[src/rtl/aes_dec_pkg.sv]
// Shared definitions for the AES-256 decryption datapath: widths, the
// stage FSM encoding and a helper that picks one 32-bit column out of a block.
package aes_dec_pkg;

  localparam int AES_BLK_W = 128;
  localparam int AES_COL_W = 32;

  typedef enum logic [1:0] {
    ST_IDLE = 2'd0,
    ST_MIX  = 2'd1,
    ST_DONE = 2'd2
  } stage_state_e;

  // Column 0 sits in the most significant 32 bits of the block.
  function automatic logic [AES_COL_W-1:0] col_sel(input logic [AES_BLK_W-1:0] blk,
                                                   input logic [1:0]           idx);
    return blk[AES_BLK_W-1 - AES_COL_W*int'(idx) -: AES_COL_W];
  endfunction

endpackage

[src/rtl/inv_ark_mixcol_stage_helper.sv]
// InvMixColumns on a single column. Purely combinational.
// Byte 0 of the column is the MSB; the matrix rows are [e b d 9] rotated.
module MixColumnHelper
  import aes_dec_pkg::*;
(
  input  logic [AES_COL_W-1:0] col_in,
  output logic [AES_COL_W-1:0] col_out
);

  // Multiply by x in GF(2^8) with the AES polynomial x^8+x^4+x^3+x+1.
  function automatic logic [7:0] xt(input logic [7:0] a);
    return {a[6:0], 1'b0} ^ (a[7] ? 8'h1b : 8'h00);
  endfunction

  function automatic logic [7:0] mul9(input logic [7:0] a);
    return xt(xt(xt(a))) ^ a;
  endfunction

  function automatic logic [7:0] mulb(input logic [7:0] a);
    return xt(xt(xt(a))) ^ xt(a) ^ a;
  endfunction

  function automatic logic [7:0] muld(input logic [7:0] a);
    return xt(xt(xt(a))) ^ xt(xt(a)) ^ a;
  endfunction

  function automatic logic [7:0] mule(input logic [7:0] a);
    return xt(xt(xt(a))) ^ xt(xt(a)) ^ xt(a);
  endfunction

  logic [7:0] a0, a1, a2, a3;

  assign a0 = col_in[31:24];
  assign a1 = col_in[23:16];
  assign a2 = col_in[15:8];
  assign a3 = col_in[7:0];

  // Each output byte is one row of the inverse mix matrix applied to the column.
  always_comb begin
    col_out[31:24] = mule(a0) ^ mulb(a1) ^ muld(a2) ^ mul9(a3);
    col_out[23:16] = mul9(a0) ^ mule(a1) ^ mulb(a2) ^ muld(a3);
    col_out[15:8]  = muld(a0) ^ mul9(a1) ^ mule(a2) ^ mulb(a3);
    col_out[7:0]   = mulb(a0) ^ muld(a1) ^ mul9(a2) ^ mule(a3);
  end

endmodule

[src/rtl/inv_ark_mixcol_stage.sv]
// AddRoundKey followed by column-serial InvMixColumns for AES-256 decryption.
// The XOR is applied on acceptance; the mix then rewrites COLS_PER_CYCLE
// columns of the working register per clock, and the result is held in DONE
// until the downstream stage takes it.
//
// Handshake: a transfer happens on a rising edge where valid && ready are both
// high; valid never waits on ready, and once out_valid is raised the data on
// out_state stays stable until that transfer.
module inv_ark_mixcol_stage
  import aes_dec_pkg::*;
#(
  parameter int COLS_PER_CYCLE = 1
) (
  input  logic           clk,
  input  logic           rst_n,
  input  logic           in_valid,
  output logic           in_ready,
  input  logic [127:0]   in_state,
  input  logic [127:0]   in_key,
  input  logic           skip_mix,
  output logic           out_valid,
  input  logic           out_ready,
  output logic [127:0]   out_state,
  output logic           busy,
  output logic [1:0]     dbg_state,
  output logic           dbg_skip
);

  if (!(COLS_PER_CYCLE == 1 || COLS_PER_CYCLE == 2 || COLS_PER_CYCLE == 4)) begin : g_bad_cols
    $error("inv_ark_mixcol_stage: COLS_PER_CYCLE must be 1, 2 or 4");
  end

  // With 4 columns per cycle the step wraps to 0 and the single group is also the last.
  localparam logic [1:0] COL_STEP = 2'(COLS_PER_CYCLE % 4);
  localparam logic [1:0] COL_LAST = 2'(4 - COLS_PER_CYCLE);

  stage_state_e         state, state_nxt;
  logic [1:0]           col, col_nxt;
  logic [AES_BLK_W-1:0] work, work_nxt;
  logic                 skip_q, skip_nxt;

  logic [AES_COL_W-1:0] mix_in  [COLS_PER_CYCLE];
  logic [AES_COL_W-1:0] mix_out [COLS_PER_CYCLE];

  for (genvar g = 0; g < COLS_PER_CYCLE; g++) begin : g_mix
    assign mix_in[g] = col_sel(work, col + 2'(g));

    MixColumnHelper u_mix (
      .col_in  (mix_in[g]),
      .col_out (mix_out[g])
    );
  end

  // Next-state, working-register update and handshake outputs.
  always_comb begin
    logic [1:0] idx;
    idx       = '0;
    state_nxt = state;
    col_nxt   = col;
    work_nxt  = work;
    skip_nxt  = skip_q;
    in_ready  = 1'b0;
    out_valid = 1'b0;
    case (state)
      ST_IDLE: begin
        in_ready = rst_n;
        if (in_valid) begin
          work_nxt  = in_state ^ in_key;
          skip_nxt  = skip_mix;
          col_nxt   = 2'd0;
          state_nxt = skip_mix ? ST_DONE : ST_MIX;
        end
      end
      ST_MIX: begin
        for (int g = 0; g < COLS_PER_CYCLE; g++) begin
          idx = col + 2'(g);
          work_nxt[AES_BLK_W-1 - AES_COL_W*int'(idx) -: AES_COL_W] = mix_out[g];
        end
        col_nxt = col + COL_STEP;
        if (col == COL_LAST) begin
          col_nxt   = 2'd0;
          state_nxt = ST_DONE;
        end
      end
      ST_DONE: begin
        out_valid = 1'b1;
        if (out_ready) begin
          state_nxt = ST_IDLE;
        end
      end
      default: begin
        state_nxt = ST_IDLE;
      end
    endcase
  end

  // State registers; reset clears everything so a partial block leaves no trace.
  always_ff @(posedge clk or negedge rst_n) begin
    if (!rst_n) begin
      state  <= ST_IDLE;
      col    <= 2'd0;
      work   <= '0;
      skip_q <= 1'b0;
    end else begin
      state  <= state_nxt;
      col    <= col_nxt;
      work   <= work_nxt;
      skip_q <= skip_nxt;
    end
  end

  assign out_state = work;
  assign busy      = (state != ST_IDLE);
  assign dbg_state = state;
  assign dbg_skip  = skip_q;

endmodule

[config.mk]
export PLATFORM = sky130hd
export DESIGN_NAME = inv_ark_mixcol_stage
export DESIGN_NICKNAME = d
export VERILOG_FILES = /design/src/rtl/aes_dec_pkg.sv /design/src/rtl/inv_ark_mixcol_stage_helper.sv /design/src/rtl/inv_ark_mixcol_stage.sv
export SDC_FILE = /design/constraint.sdc
export NUM_CORES = 1
export LEC_CHECK = 0
export CAP_MARGIN = 30
export CELL_PAD_IN_SITES_DETAIL_PLACEMENT = 0
export CELL_PAD_IN_SITES_GLOBAL_PLACEMENT = 2
export CORE_MARGIN = 10
export CORE_UTILIZATION = 29
export CTS_BUF_LIST = sky130_fd_sc_hd__clkbuf_4 sky130_fd_sc_hd__clkbuf_8
export DETAILED_ROUTE_END_ITERATION = 10
export PLACE_DENSITY_LB_ADDON = 0.1
export SETUP_SLACK_MARGIN = 0.2
export SYNTH_ARGS = -nofsm -noshare
export SYNTH_HDL_FRONTEND = slang
export SYNTH_SLANG_ARGS = --single-unit
[constraint.sdc]
create_clock -name clk -period 8.7 [get_ports clk]
set_clock_uncertainty 0.1 [all_clocks]
set_input_delay 0.87 -clock clk [delete_from_list [all_inputs] [get_ports clk]]
set_output_delay 0.87 -clock clk [all_outputs]
set_load 0.01 [all_outputs]
==> results of run 1 <==
[Yosys cell counts, drive strengths merged]
master	count	area, sq um
a21o	4	30.0
a21oi	81	405
a221o	8	80.1
a22o	1	8.76
a2bb2oi	40	350
and2	1	6.26
and3	2	12.5
buf	18	134
clkbuf	56	210
dfrtp	133	3330
ha	4	50.1
inv	6	22.5
mux2	2	22.5
mux4	32	724
nand2	47	176
nand2b	2	12.5
nand3	2	10.0
nand4	1	6.26
nor2	5	18.8
nor2b	3	18.8
nor3	89	445
o21ai	121	606
o21bai	1	7.51
o31ai	1	7.51
or3	1	6.26
xnor2	196	1800
xnor3	38	858
xor2	63	559
xor3	9	216
[layout make-up]
type	count	area share, %
Multi-Input combinational cell	754	43.5
Timing Repair Buffer	406	27.4
Sequential cell	133	22.4
Tap cell	455	3.83
Clock buffer	17	1.58
Clock inverter	15	1.05
Inverter	6	0.152
[cell usage in the layout (no fill, tap or decap), types with 2 or more instances in the layout]
master,Yosys,routed
clkdlybuf4s50_1,0,393
xnor2_1,185,185
dfrtp_1,133,131
o21ai_0,112,112
nor3_1,89,89
a21oi_1,81,81
xor2_1,62,62
nand2_1,47,47
a2bb2oi_1,40,40
xnor3_1,36,36
mux4_2,31,31
clkbuf_8,0,17
xnor2_2,11,11
buf_4,3,10
o21ai_1,9,9
a221o_1,8,8
xor3_1,7,7
inv_1,6,6
inv_6,0,6
nor2_1,5,5
a21o_2,0,4
ha_1,4,4
inv_8,0,4
nor2b_1,3,2
xnor3_2,2,2
xor3_2,2,2
nand3_2,0,2
and3_1,2,2
mux2_2,2,2
clkinvlp_4,0,2
dfrtp_2,0,2
buf_16,0,2
[logic make-up after synthesis]
| group | after synthesis |
|---|---|
| AOI/OAI and AO/OA | 257 |
| xor gates and xnor gates | 306 |
| adders and majority gates | 4 |
| buffers and inverters | 80 |
| DFF | 133 |
| muxes | 34 |
| and+or+nand+nor | 153 |
[sequential cells by signal (all words and copies together), names as in the netlist]
register / flops
dbg_skip: 1
out_state: 128
dbg_state: 2
col: 2
[worst max-delay path: stages, from the launching register on]
cell and delay, ns:
dfrtp_2 0.35, buf_4 0.62, mux4_1 0.89, xnor2_2 0.48, xnor3_1 0.46, xnor2_2 0.21, xor3_1 0.55, a221o_1 0.35
[per-stage QoR]
stage | cell area, sq um | worst slack [ns] | cells
floorplan | 10100 | 5.43 | 967
global route | 14900 | 4.34 | 1786
CTS | 14800 | 4.48 | 1785
detailed placement | 14400 | 4.52 | 1753
global placement | 14400 | 4.56 | 1752
finish | 14900 | 4.51 | 1786
[final timing paths]
kind,slack (ns),startpoint,to
worst max-delay path,4.51,col[0],out_state[35]
worst min-delay path,0.25,rst_n,dbg_skip
worst max register to register,4.51,col[0],out_state[35]
worst min register to register,0.40,out_state[55],out_state[55]
max in group asynchronous,7.23,rst_n,out_state[45]
min in group clk,0.40,out_state[55],out_state[55]
[routing by layer]
metal / vias up / part of all wire (%) / global-route usage, %
met1: 4360 / 41 / 24.3
met2: 242 / 51 / 34.3
li1: 4139 / - / -
met3: 13 / 6.6 / 5.74
met4: 0 / 0.66 / 2.43
met5: - / 0 / 0
==> out/qor.yml, run 1 <==
cts_setup_buffers: 0
hold_viol_final: 0
fmax_mhz: 239
rsz0062_at_grt: "false"
cts_resized: 0
gr-total-overflow: 0
gp_congestion: 0.889
multi_input_area_sq_mm: 0.00646
cts_tree: "yes"
drt_iter0_drc: 445
die-area_sq_mm: 0.0428
synth_mux_area_share_pct: 7.37
first_pass_iters: 5
synthAdderAreaFrac_pct: 0.494
rr_worst_depth: 7
layout_worst_path_cycle_share_pct: 48.1
grt_pass1_wl_microns: 62600
die_h_microns: 207
synth_nets: 1232
whs_ns: 0.252
grt.total_usage_pct: 19.7
slew_headroom_pct: 37.7
htreeDepth: 4
rows: 68
cp.arrival_ns: 4.42
ant_nets: 0
viasPerCell: 4.90
tightest_slew_ns: 0.933
hp-class: "in2async"
die_w_microns: 207
period_needed_ns: 4.19
critPathMaxFanout: 39
synth_compound_area_share_pct: 14.8
drive_above_1_share_pct: 7.89
syn_inst: 967
critPathLaunchType: "flop"
insertion_delay_ns: 0.47
synth_top_family_by_area: "XOR/XNOR gates"
ys_ff_latch: 133
crit_type: "reg2reg"
syn_area_sq_mm: 0.0101
wl_per_cell_microns: 24.2
grt_pass1_vias: 9481
start_util_pct: 29.3
synthSimpleGateAreaFrac_pct: 7.04
drv_slew: 0
drv_cap: 0
seqCellArea_sq_mm: 0.00333
core_sq_mm: 0.0345
crit_required_ns: 8.94
num-fill-cells: 3447
antenna_found_initial: 0
hpwl_microns: 33300
synth_cell_types: 38
status: "complete, no violations"
synth_xor_xnor_area_share_pct: 33.9
ys_warn_count: 0
clock-root-buffer: "clkbuf_8"
finalNetCount: 1583
final_core_util_pct: 43.0
endpoint_kind: "flop"
ctsHoldBuffers: 0
io_buffers: 394
design.portCount: 395
setup-violations-final: 0
syn_avg_cell_area_sq_um: 10.5
antenna_cells: 0
remaining_drc_errors: 0
clk_pin_slew_ns: 0.11
clockBufferDepth: 2
seq_area_frac_synth_pct: 32.8
cts.sinks: 133
timing.setup.tns_ns: 0
grt_max_degree: 73
via_count: 8754
routed_wl_microns: 43200
area_growth_pct: 46.6
cts_inserted_buffers: 17
Power of run 1 is left out: the tool's default activity adds up to more than one toggle a clock period on the data nets, which glitch-free logic cannot reach.
==> inputs of run 2 (changes only) <==
--- a/config.mk
+++ b/config.mk
@@ -9,7 +9,7 @@
 export CELL_PAD_IN_SITES_DETAIL_PLACEMENT = 0
 export CELL_PAD_IN_SITES_GLOBAL_PLACEMENT = 2
 export CORE_MARGIN = 10
-export CORE_UTILIZATION = 29
+export CORE_UTILIZATION = 25
 export CTS_BUF_LIST = sky130_fd_sc_hd__clkbuf_4 sky130_fd_sc_hd__clkbuf_8
 export DETAILED_ROUTE_END_ITERATION = 10
 export PLACE_DENSITY_LB_ADDON = 0.1
==> constraint.sdc (replaced) <==
create_clock -name clk -period 3.83 [get_ports clk]
set_clock_uncertainty 0.1 [all_clocks]
set_input_delay 0.383 -clock clk [delete_from_list [all_inputs] [get_ports clk]]
set_output_delay 0.383 -clock clk [all_outputs]
set_load 0.01 [all_outputs]
==> out/qor.yml, run 2 (synthesis results as in run 1) <==
antenna_found_initial: 0  # unchanged
io_buffers: 394  # unchanged
crit_required_ns: 4.07  # was 8.94 ns
largest_register_ffs: 128  # unchanged
die_w_microns: 221  # was 207 microns
routed_wl_microns: 47400  # was 43200 microns
wl_per_cell_microns: 25.0  # was 24.2 microns
clock-root-buffer: "clkbuf_8"  # unchanged
fmax_mhz: 288  # was 239 MHz
drv_slew: 0  # unchanged
hp-class: "in2async"  # unchanged
clk_pin_slew_ns: 0.09  # was 0.11 ns
finalNetCount: 1624  # was 1583
status: "complete, no violations"  # unchanged
critPathMaxFanout: 10  # was 39
grt_pass1_vias: 9676  # was 9481
timing.setup.tns_ns: 0  # unchanged
tightest_slew_ns: 0.852  # was 0.933 ns
period_needed_ns: 3.47  # was 4.19 ns
area_growth_pct: 50.9  # was 46.6%
num-fill-cells: 3985  # was 3447
final_cell_mix: "393 x clkdlybuf4s50_1, 184 x xnor2_1, 131 x dfrtp_1"  # was 393 x clkdlybuf4s50_1, 185 x xnor2_1, 131 x dfrtp_1
setup-violations-final: 0  # unchanged
gp_congestion: 0.911  # was 0.889
cts_inserted_buffers: 17  # unchanged
grt_pass1_wl_microns: 68500  # was 62600 microns
design.portCount: 395  # unchanged
gr-total-overflow: 0  # unchanged
cp.arrival_ns: 3.71  # was 4.42 ns
endpoint_kind: "flop"  # unchanged
ant_nets: 0  # unchanged
first_pass_iters: 5  # unchanged
insertion_delay_ns: 0.46  # was 0.47 ns
grt.total_usage_pct: 18.8  # was 19.7%
final_core_util_pct: 38.3  # was 43.0%
slew_headroom_pct: 43.2  # was 37.7%
crit_type: "reg2reg"  # unchanged
cts.sinks: 133  # unchanged
drive_above_1_share_pct: 10.6  # was 7.89%
cts_tree: "yes"  # unchanged
seqCellArea_sq_mm: 0.00333  # about the same
core_sq_mm: 0.0399  # was 0.0345 sq mm
rsz0062_at_grt: "false"  # unchanged
layout_worst_path_cycle_share_pct: 90.6  # was 48.1%
final_common_cell: "clkdlybuf4s50_1"  # unchanged
start_util_pct: 25.4  # was 29.3%
multi_input_area_sq_mm: 0.00647  # was 0.00646 sq mm
hpwl_microns: 38100  # was 33300 microns
remaining_drc_errors: 0  # unchanged
die_h_microns: 221  # was 207 microns
critPathLaunchType: "flop"  # unchanged
antenna_cells: 0  # unchanged
viasPerCell: 4.70  # was 4.90
hold_viol_final: 0  # unchanged
grt_max_degree: 90  # was 73
htreeDepth: 4  # unchanged
drt_iter0_drc: 491  # was 445
die-area_sq_mm: 0.0490  # was 0.0428 sq mm
rows: 73  # was 68
via_count: 8907  # was 8754
clockBufferDepth: 2  # unchanged
drv_cap: 0  # unchanged
==> run 2: cell count changes in the layout (fill, tap and decap cells not counted), sizes merged <==
cell | previous run | this run
buf | 13 | 53
inv | 16 | 9
clkinvlp | 2 | 6
clkinv | 2 | 4
clkbuf | 17 | 18
dlygate4sd3 | 0 | 1
==> run 2: final cells by class <==
class | instances | share of cell area (%)
Multi-Input combinational cell | 754 | 42.3
Clock inverter | 14 | 0.843
Clock buffer | 18 | 1.58
Sequential cell | 133 | 21.8
Tap cell | 525 | 4.29
Inverter | 6 | 0.147
Timing Repair Buffer | 447 | 29.0
==> run 2: critical path, cell delays in order (launching register included) <==
cell and delay, ns:
dfrtp_4 0.50, buf_12 0.16, buf_4 0.14, mux4_2 0.43, xnor3_2 0.46, xnor3_2 0.48, xnor2_2 0.22, xor3_1 0.52
a221o_1 0.35
==> run 2: final timing paths <==
check,end,from,cells after the start,slack (ns)
worst max-delay path,out_state[67],col[0],8,0.36
worst min-delay path,out_state[63],rst_n,2,0.31
worst max register to register,out_state[67],col[0],8,0.36
worst min register to register,out_state[23],out_state[23],2,0.41
max in group asynchronous,out_state[98],rst_n,3,2.26
min in group clk,out_state[23],out_state[23],2,0.41
==> run 2: metrics by stage <==
| stage | setup WS, ns | cells | area, sq um | hold WS, ns |
|---|---|---|---|---|
| after floorplan | 0.565 | 967 | 10100 | -0.0126 |
| after global placement | 0.227 | 1856 | 14800 | 0.234 |
| after detailed placement | 0.160 | 1856 | 14800 | 0.238 |
| after CTS | 0.238 | 1890 | 15200 | 0.298 |
| after global routing | 0.249 | 1897 | 15300 | 0.350 |
| final | 0.359 | 1897 | 15300 | 0.308 |
==> run 2: per-layer routing <==
layer  track usage [%]  up-vias  wire [microns]
met1              22.8     4421           20100
li1                  -     4224               -
met5                 0        -               0
met4              3.39        0             517
met3              4.63       20            2490
met2              33.0      242           24200
==> run 2: repair_timing <==
| item | 4_1_cts | 5_1_grt |
|---|---|---|
| setup buffers | 1 | 6 |
| gates resized for setup | 0 | 1 |
| hold buffers | 1 | 0 |
| setup endpoints to repair | 12 | 19 |
| endpoints found under the hold margin | 38 | 0 |
| gates cloned | 0 | 0 |
Power of run 2 is left out for the same reason.
